===== src/rtl/iob_pcie_tx_arb.sv =====
// iob_pcie_tx_arb: round-robin sequencer that shares one RIFFA-style PCIe TX
// channel among NREQ requesters. One requester owns the channel per
// transaction; its beats are forwarded until the latched word length is covered.
module iob_pcie_tx_arb #(
  parameter int NREQ             = 3,
  parameter int DATA_W           = 32,
  parameter int C_PCI_DATA_WIDTH = 64
) (
  input  logic                             clk,
  input  logic                             arst_n,
  input  logic [NREQ-1:0]                  req_i,
  input  logic [NREQ*DATA_W-1:0]           len_i,
  input  logic [NREQ*C_PCI_DATA_WIDTH-1:0] data_i,
  input  logic [NREQ-1:0]                  data_valid_i,
  output logic [NREQ-1:0]                  data_ren_o,
  output logic [NREQ-1:0]                  grant_o,
  output logic [NREQ-1:0]                  done_o,
  output logic                             tx_clk_o,
  output logic                             tx_o,
  input  logic                             tx_ack_i,
  output logic                             tx_last_o,
  output logic [DATA_W-1:0]                tx_len_o,
  output logic [DATA_W-2:0]                tx_off_o,
  output logic [C_PCI_DATA_WIDTH-1:0]      tx_data_o,
  output logic                             tx_data_valid_o,
  input  logic                             tx_data_ren_i
);

  localparam int WPB   = C_PCI_DATA_WIDTH / DATA_W;
  localparam int IDX_W = (NREQ > 1) ? $clog2(NREQ) : 1;

  typedef enum logic [1:0] {
    IDLE = 2'd0,
    REQ  = 2'd1,
    DATA = 2'd2,
    DONE = 2'd3
  } state_t;

  state_t            state_r;
  state_t            nextState_s;
  logic [NREQ-1:0]   grant_r;
  logic [NREQ-1:0]   done_r;
  logic              tx_r;
  logic [IDX_W-1:0]  owner_r;
  logic [IDX_W-1:0]  ptr_r;
  logic [DATA_W-1:0] len_r;
  logic [DATA_W-1:0] cnt_r;
  logic [DATA_W-1:0] cntNext_s;
  logic [IDX_W:0]    pickRes_s;
  logic              pickValid_s;
  logic [IDX_W-1:0]  pick_s;
  logic              accept_s;
  logic              lastBeat_s;

  // First asserted request at or after the pointer, wrapping; MSB flags a hit.
  function automatic logic [IDX_W:0] rrPick(input logic [NREQ-1:0] req,
                                            input logic [IDX_W-1:0] ptr);
    logic [IDX_W:0] res;
    int             idx;
    res = '0;
    for (int k = NREQ - 1; k >= 0; k--) begin
      idx = int'(ptr) + k;
      if (idx >= NREQ) begin
        idx = idx - NREQ;
      end else begin
        idx = idx;
      end
      if (req[idx]) begin
        res = {1'b1, IDX_W'(idx)};
      end else begin
        res = res;
      end
    end
    return res;
  endfunction

  assign pickRes_s   = rrPick(req_i, ptr_r);
  assign pickValid_s = pickRes_s[IDX_W];
  assign pick_s      = pickRes_s[IDX_W-1:0];

  // Count arithmetic stays DATA_W wide; a beat always carries WPB words.
  assign cntNext_s  = cnt_r + DATA_W'(WPB);
  assign accept_s   = (state_r == DATA) && data_valid_i[owner_r] && tx_data_ren_i;
  assign lastBeat_s = accept_s && (cntNext_s >= len_r);

  assign tx_clk_o  = clk;
  assign tx_last_o = 1'b1;
  assign tx_off_o  = '0;
  assign tx_o      = tx_r;
  assign grant_o   = grant_r;
  assign done_o    = done_r;
  assign tx_len_o  = len_r;

  // State register.
  always_ff @(posedge clk or negedge arst_n) begin
    if (!arst_n) begin
      state_r <= IDLE;
    end else begin
      state_r <= nextState_s;
    end
  end

  // Next-state decode; the owner is chosen only while idle.
  always_comb begin
    nextState_s = state_r;
    case (state_r)
      IDLE: begin
        if (pickValid_s) nextState_s = REQ;
        else             nextState_s = IDLE;
      end
      REQ: begin
        if (tx_ack_i) begin
          if (len_r == '0) nextState_s = DONE;
          else             nextState_s = DATA;
        end else begin
          nextState_s = REQ;
        end
      end
      DATA: begin
        if (lastBeat_s) nextState_s = DONE;
        else            nextState_s = DATA;
      end
      DONE:    nextState_s = IDLE;
      default: nextState_s = IDLE;
    endcase
  end

  // Data-path muxing from the owner; nothing leaks out outside DATA.
  always_comb begin
    data_ren_o      = '0;
    tx_data_o       = '0;
    tx_data_valid_o = 1'b0;
    if (state_r == DATA) begin
      tx_data_o       = data_i[owner_r*C_PCI_DATA_WIDTH +: C_PCI_DATA_WIDTH];
      tx_data_valid_o = data_valid_i[owner_r];
      if (accept_s) begin
        data_ren_o[owner_r] = 1'b1;
      end else begin
        data_ren_o = '0;
      end
    end else begin
      data_ren_o      = '0;
      tx_data_o       = '0;
      tx_data_valid_o = 1'b0;
    end
  end

  // Transaction registers: grant/length latch, word count, done pulse, pointer.
  always_ff @(posedge clk or negedge arst_n) begin
    if (!arst_n) begin
      grant_r <= '0;
      done_r  <= '0;
      tx_r    <= 1'b0;
      owner_r <= '0;
      ptr_r   <= '0;
      len_r   <= '0;
      cnt_r   <= '0;
    end else begin
      tx_r   <= (nextState_s == REQ) || (nextState_s == DATA);
      done_r <= (nextState_s == DONE) ? grant_r : '0;
      if ((state_r == IDLE) && pickValid_s) begin
        grant_r <= NREQ'(1) << pick_s;
        owner_r <= pick_s;
        len_r   <= len_i[pick_s*DATA_W +: DATA_W];
      end else if (nextState_s == DONE) begin
        grant_r <= '0;
      end
      if ((state_r == REQ) && tx_ack_i) begin
        cnt_r <= '0;
      end else if (accept_s) begin
        cnt_r <= cntNext_s;
      end
      if (state_r == DONE) begin
        ptr_r <= (owner_r == IDX_W'(NREQ - 1)) ? '0 : owner_r + IDX_W'(1);
      end
    end
  end

endmodule


===== config.mk =====
export PLATFORM = sky130hd
export DESIGN_NAME = iob_pcie_tx_arb
export DESIGN_NICKNAME = d
export VERILOG_FILES = /design/src/rtl/iob_pcie_tx_arb.sv
export SDC_FILE = /design/constraint.sdc
export NUM_CORES = 1
export LEC_CHECK = 0
export BUFFER_PORTS_ARGS = -buffer_cell sky130_fd_sc_hd__buf_2
export CAP_MARGIN = 10
export CORE_AREA = 3 3 171 173
export CTS_CLUSTER_SIZE = 8
export DETAILED_ROUTE_END_ITERATION = 8
export DIE_AREA = 0 0 174 176
export PLACE_DENSITY_LB_ADDON = 0.12
export SYNTH_ARGS = -nofsm -noshare
export SYNTH_HDL_FRONTEND = slang
export SYNTH_SLANG_ARGS = --single-unit

===== constraint.sdc =====
create_clock -name clk -period 5.3 [get_ports clk]
set_clock_uncertainty 0.05 [all_clocks]
set_input_delay 1.325 -clock clk [delete_from_list [all_inputs] [get_ports clk]]
set_output_delay 1.325 -clock clk [all_outputs]
set_load 0.05 [all_outputs]

==> summary.md <==
| Metric | Value |
|---|---|
| GRT overflow | 0 |
| # diodes | 0 |
| CTS Hold Bufs | 0 |
| Setup crit start kind | clock port |
| First-pass GRT wire length | 46,800 µm |
| Number of synthesized register bits | 76 |
| CP Class | clock port to output pin |
| Initial Util | 0.246 |
| Vias in the first global route | roughly 7,700 |
| Via Count | between 7,000 and 8,000 |
| VDD IR max | between 0.2 and 0.25 mV |
| Chip Width | approximately 170 µm |
| Worst Tran Pin Value | 893 ps |
| # IOs | around 440 |
| GR Util All Layers | 0.198 |
| Routed WL per cell | approximately 19 µm |
| Final nets | approximately 1,600 |
| Port Buffers | around 410 |
| # setup viols final | 0 |
| R2r worst-path depth | 16 |
| Slew Viols, Final | 0 |
| Top Metal Used | met4 |
| Synth area leader | dfrtp_1 |
| Count of flip-flops with a built-in enable after synthesis | 0 |
| Length of routed met2 wiring | 15,500 µm |
| Post-CTS setup buffer count | 0 |
| Max cap viols | 0 |
| Distinct cells, synth | 53 |
| Cells after Synth | between 900 and 1,000 |
| Post-synth top flop | dfrtp_1 |
| Die H | approximately 180 µm |
| Hold Path Depth | 1 |
| TritonCTS clock tree | built |
| Worst-path clk slew | approximately 60 ps |
| Synth area leaders | dfrtp_1 (28%), nor2_1 (10%), mux2i_1 (9.5%) |
| CP max FO | 2 |
| Post-synth ARST share | 1.00 |
| Leakage | 4.86 nW |
| Synth warnings | 0 |
| DP Worst Slack | about 1100 ps |
| Rows | around 60 |
| Mapped Area | about 6800 µm² |
| Post-synth top area share | 0.278 |
| Worst skew pair latency | roughly 460 ps |
| Met3 routed WL | ~1800 µm |
| Final ANT Viol Nets | 0 |
| Slack of the critical path | 825 ps |
| Initial DRC count | 430 |
| Arrival time at the worst endpoint | between 3000 and 4000 ps |
| Status | finished clean |
| Detailed-placement wirelength estimate | roughly 25,000 µm |
| Area grow syn2layout | 38.3% |
| DRC violations left | 0 |
| Pre-Repair DR Iteration Count | 5 |
| Power per Cell Area | 544 nW/µm² |
| Critical path required time | roughly 3900 ps |
| Full die area | around 30,000 µm² |
| Total negative slack | 0 ps |
| RSZ-0062 raised after global routing | no |
| Slew margin rel. | 0.405 |
| Avg Cell Area, Syn | 7.44 µm² |
| Post-Route WL | 31,800 µm |
| Core ar. | about 28,000 µm² |
| Register area share after synthesis | 0.278 |
| Drt via density | 4.73 |
| Largest net degree at the start of global routing | between 70 and 80 |
| Hold Crit Class | flip-flop to flip-flop |
| Final GP Congestion | approximately 0.84 |
| Layout cells sized above 1 | 0.350 |
| Initial antenna violation count | 1 |
| DRT met1 WL | 14,000 µm |
| Final Hold Viols | 0 |
| Post-cts resize count | 0 |
| Setup crit end kind | output pin |
## metal layers
metal,vias to the layer above,GRT usage
met5,-,0
met4,0,0.0483
met3,28,0.0404
met2,292,0.327
met1,3682,0.268
li1,3884,-
## worst max-delay path: stages
cell,delay (ps)
clkbuf_16,120
clkbuf_16,130
buf_2,200
## logic make-up (layout without fill, tap and decap cells)
family | Yosys count | count (layout) | synth area share
compound gates | 232 | 232 | 0.205
xor+xnor | 29 | 29 | 0.0372
fa+ha+maj | 37 | 37 | 0.0670
buf+inv | 137 | 476 | 0.0958
flops | 76 | 76 | 0.278
mux | 67 | 67 | 0.0985
other cells | 2 | 32 | 0.00110
simple gates | 339 | 339 | 0.218
## registers in the layout, indices dropped and copies added (netlist names)
name and count:
done_o 3, owner_r 2, grant_o 3, ptr_r 2, state_r 2, cnt_r 31
tx_len_o 32, tx_o 1
## cells in the mapped netlist, types with 2 or more instances
cell type / number
a22oi_1: 32
nand2_1: 74
xnor2_1: 20
buf_4: 33
nor2_1: 182
nor2b_1: 3
buf_2: 13
and3_1: 7
buf_1: 9
mux2_2: 2
and2_1: 9
a31oi_1: 44
nand4_1: 13
xor2_1: 9
a22o_1: 2
o41ai_1: 2
nor3_1: 6
clkbuf_1: 41
mux2i_1: 65
o21ai_0: 40
nor4_1: 9
nand2b_1: 3
conb_1: 2
ha_1: 35
and4_1: 4
a21oi_1: 83
maj3_1: 2
inv_1: 41
nand3_1: 19
a311oi_1: 2
a211oi_1: 3
dfrtp_1: 76
o31ai_1: 14
## stage by stage
stage / utilization / hold slack [ps] / instance area [µm²] / total power [mW] / cells
4_1_cts: 0.340 / 450 / 9450 / 5.20 / 1666
5_1_grt: 0.340 / 458 / 9450 / 5.54 / 1666
3_3_place_gp: 0.327 / 444 / 9070 / 4.42 / 1647
2_1_floorplan: - / 408 / 6950 / 3.45 / 949
6_report: 0.340 / 452 / 9450 / 5.14 / 1666
3_5_place_dp: 0.327 / 440 / 9070 / 4.41 / 1647
## layout by cell type (no fill, tap or decap), types with 2 or more instances in the layout
cell type / synthesis / layout
a21oi_1: 83 / 82
mux2i_1: 65 / 65
nand2_1: 74 / 74
nand3_1: 19 / 18
nor4_1: 9 / 9
and3_1: 7 / 7
dfrtp_1: 76 / 74
nor2b_1: 3 / 2
mux2_2: 2 / 2
clkinv_2: 0 / 2
a211oi_1: 3 / 3
a22oi_1: 32 / 32
conb_1: 2 / 32
clkbuf_8: 0 / 2
o31ai_1: 14 / 14
nand2b_1: 3 / 2
a31oi_1: 44 / 44
and4_1: 4 / 4
o21ai_0: 40 / 40
maj3_1: 2 / 2
nor3_1: 6 / 6
a311oi_1: 2 / 2
o41ai_1: 2 / 2
and2_1: 9 / 9
nor2_1: 182 / 182
nand3_2: 1 / 2
a22o_1: 2 / 2
nand4_1: 13 / 13
clkbuf_16: 0 / 12
inv_1: 41 / 41
buf_4: 33 / 12
buf_2: 13 / 404
xor2_1: 9 / 9
ha_1: 35 / 35
xnor2_1: 20 / 20
## path summary, 6_finish.rpt
kind,start,end,slack (ps)
max,clk,tx_clk_o,820
max reg2reg,cnt_r[1]$_DFFE_PN0P_,grant_o[0]$_DFFE_PN0P_,1070
max in group asynchronous,arst_n,done_o[2]$_DFF_PN0_,3440
min in group asynchronous,arst_n,cnt_r[1]$_DFFE_PN0P_,780
min reg2reg,cnt_r[31]$_DFFE_PN0P_,cnt_r[31]$_DFFE_PN0P_,450
min,cnt_r[31]$_DFFE_PN0P_,cnt_r[31]$_DFFE_PN0P_,450
## power by group
part | internal [mW] | total (mW) | switching (mW)
Combinational | 0.920 | 3.27 | 2.35
Clock | 0.491 | 0.803 | 0.312
Sequential | 0.756 | 1.07 | 0.314
Total | 2.17 | 5.14 | 2.98
## area by class of cell
| class | instances | area, µm² |
|---|---|---|
| clock buffer | 16 | 337 |
| multi-input combinational | 736 | 4430 |
| fill | 3126 | 18300 |
| timing repair buffer | 415 | 2110 |
| inverter | 41 | 154 |
| clock inverter | 4 | 47.5 |
| sequential | 76 | 1910 |
| tap | 378 | 473 |
Power figures use the tool's default switching activity.
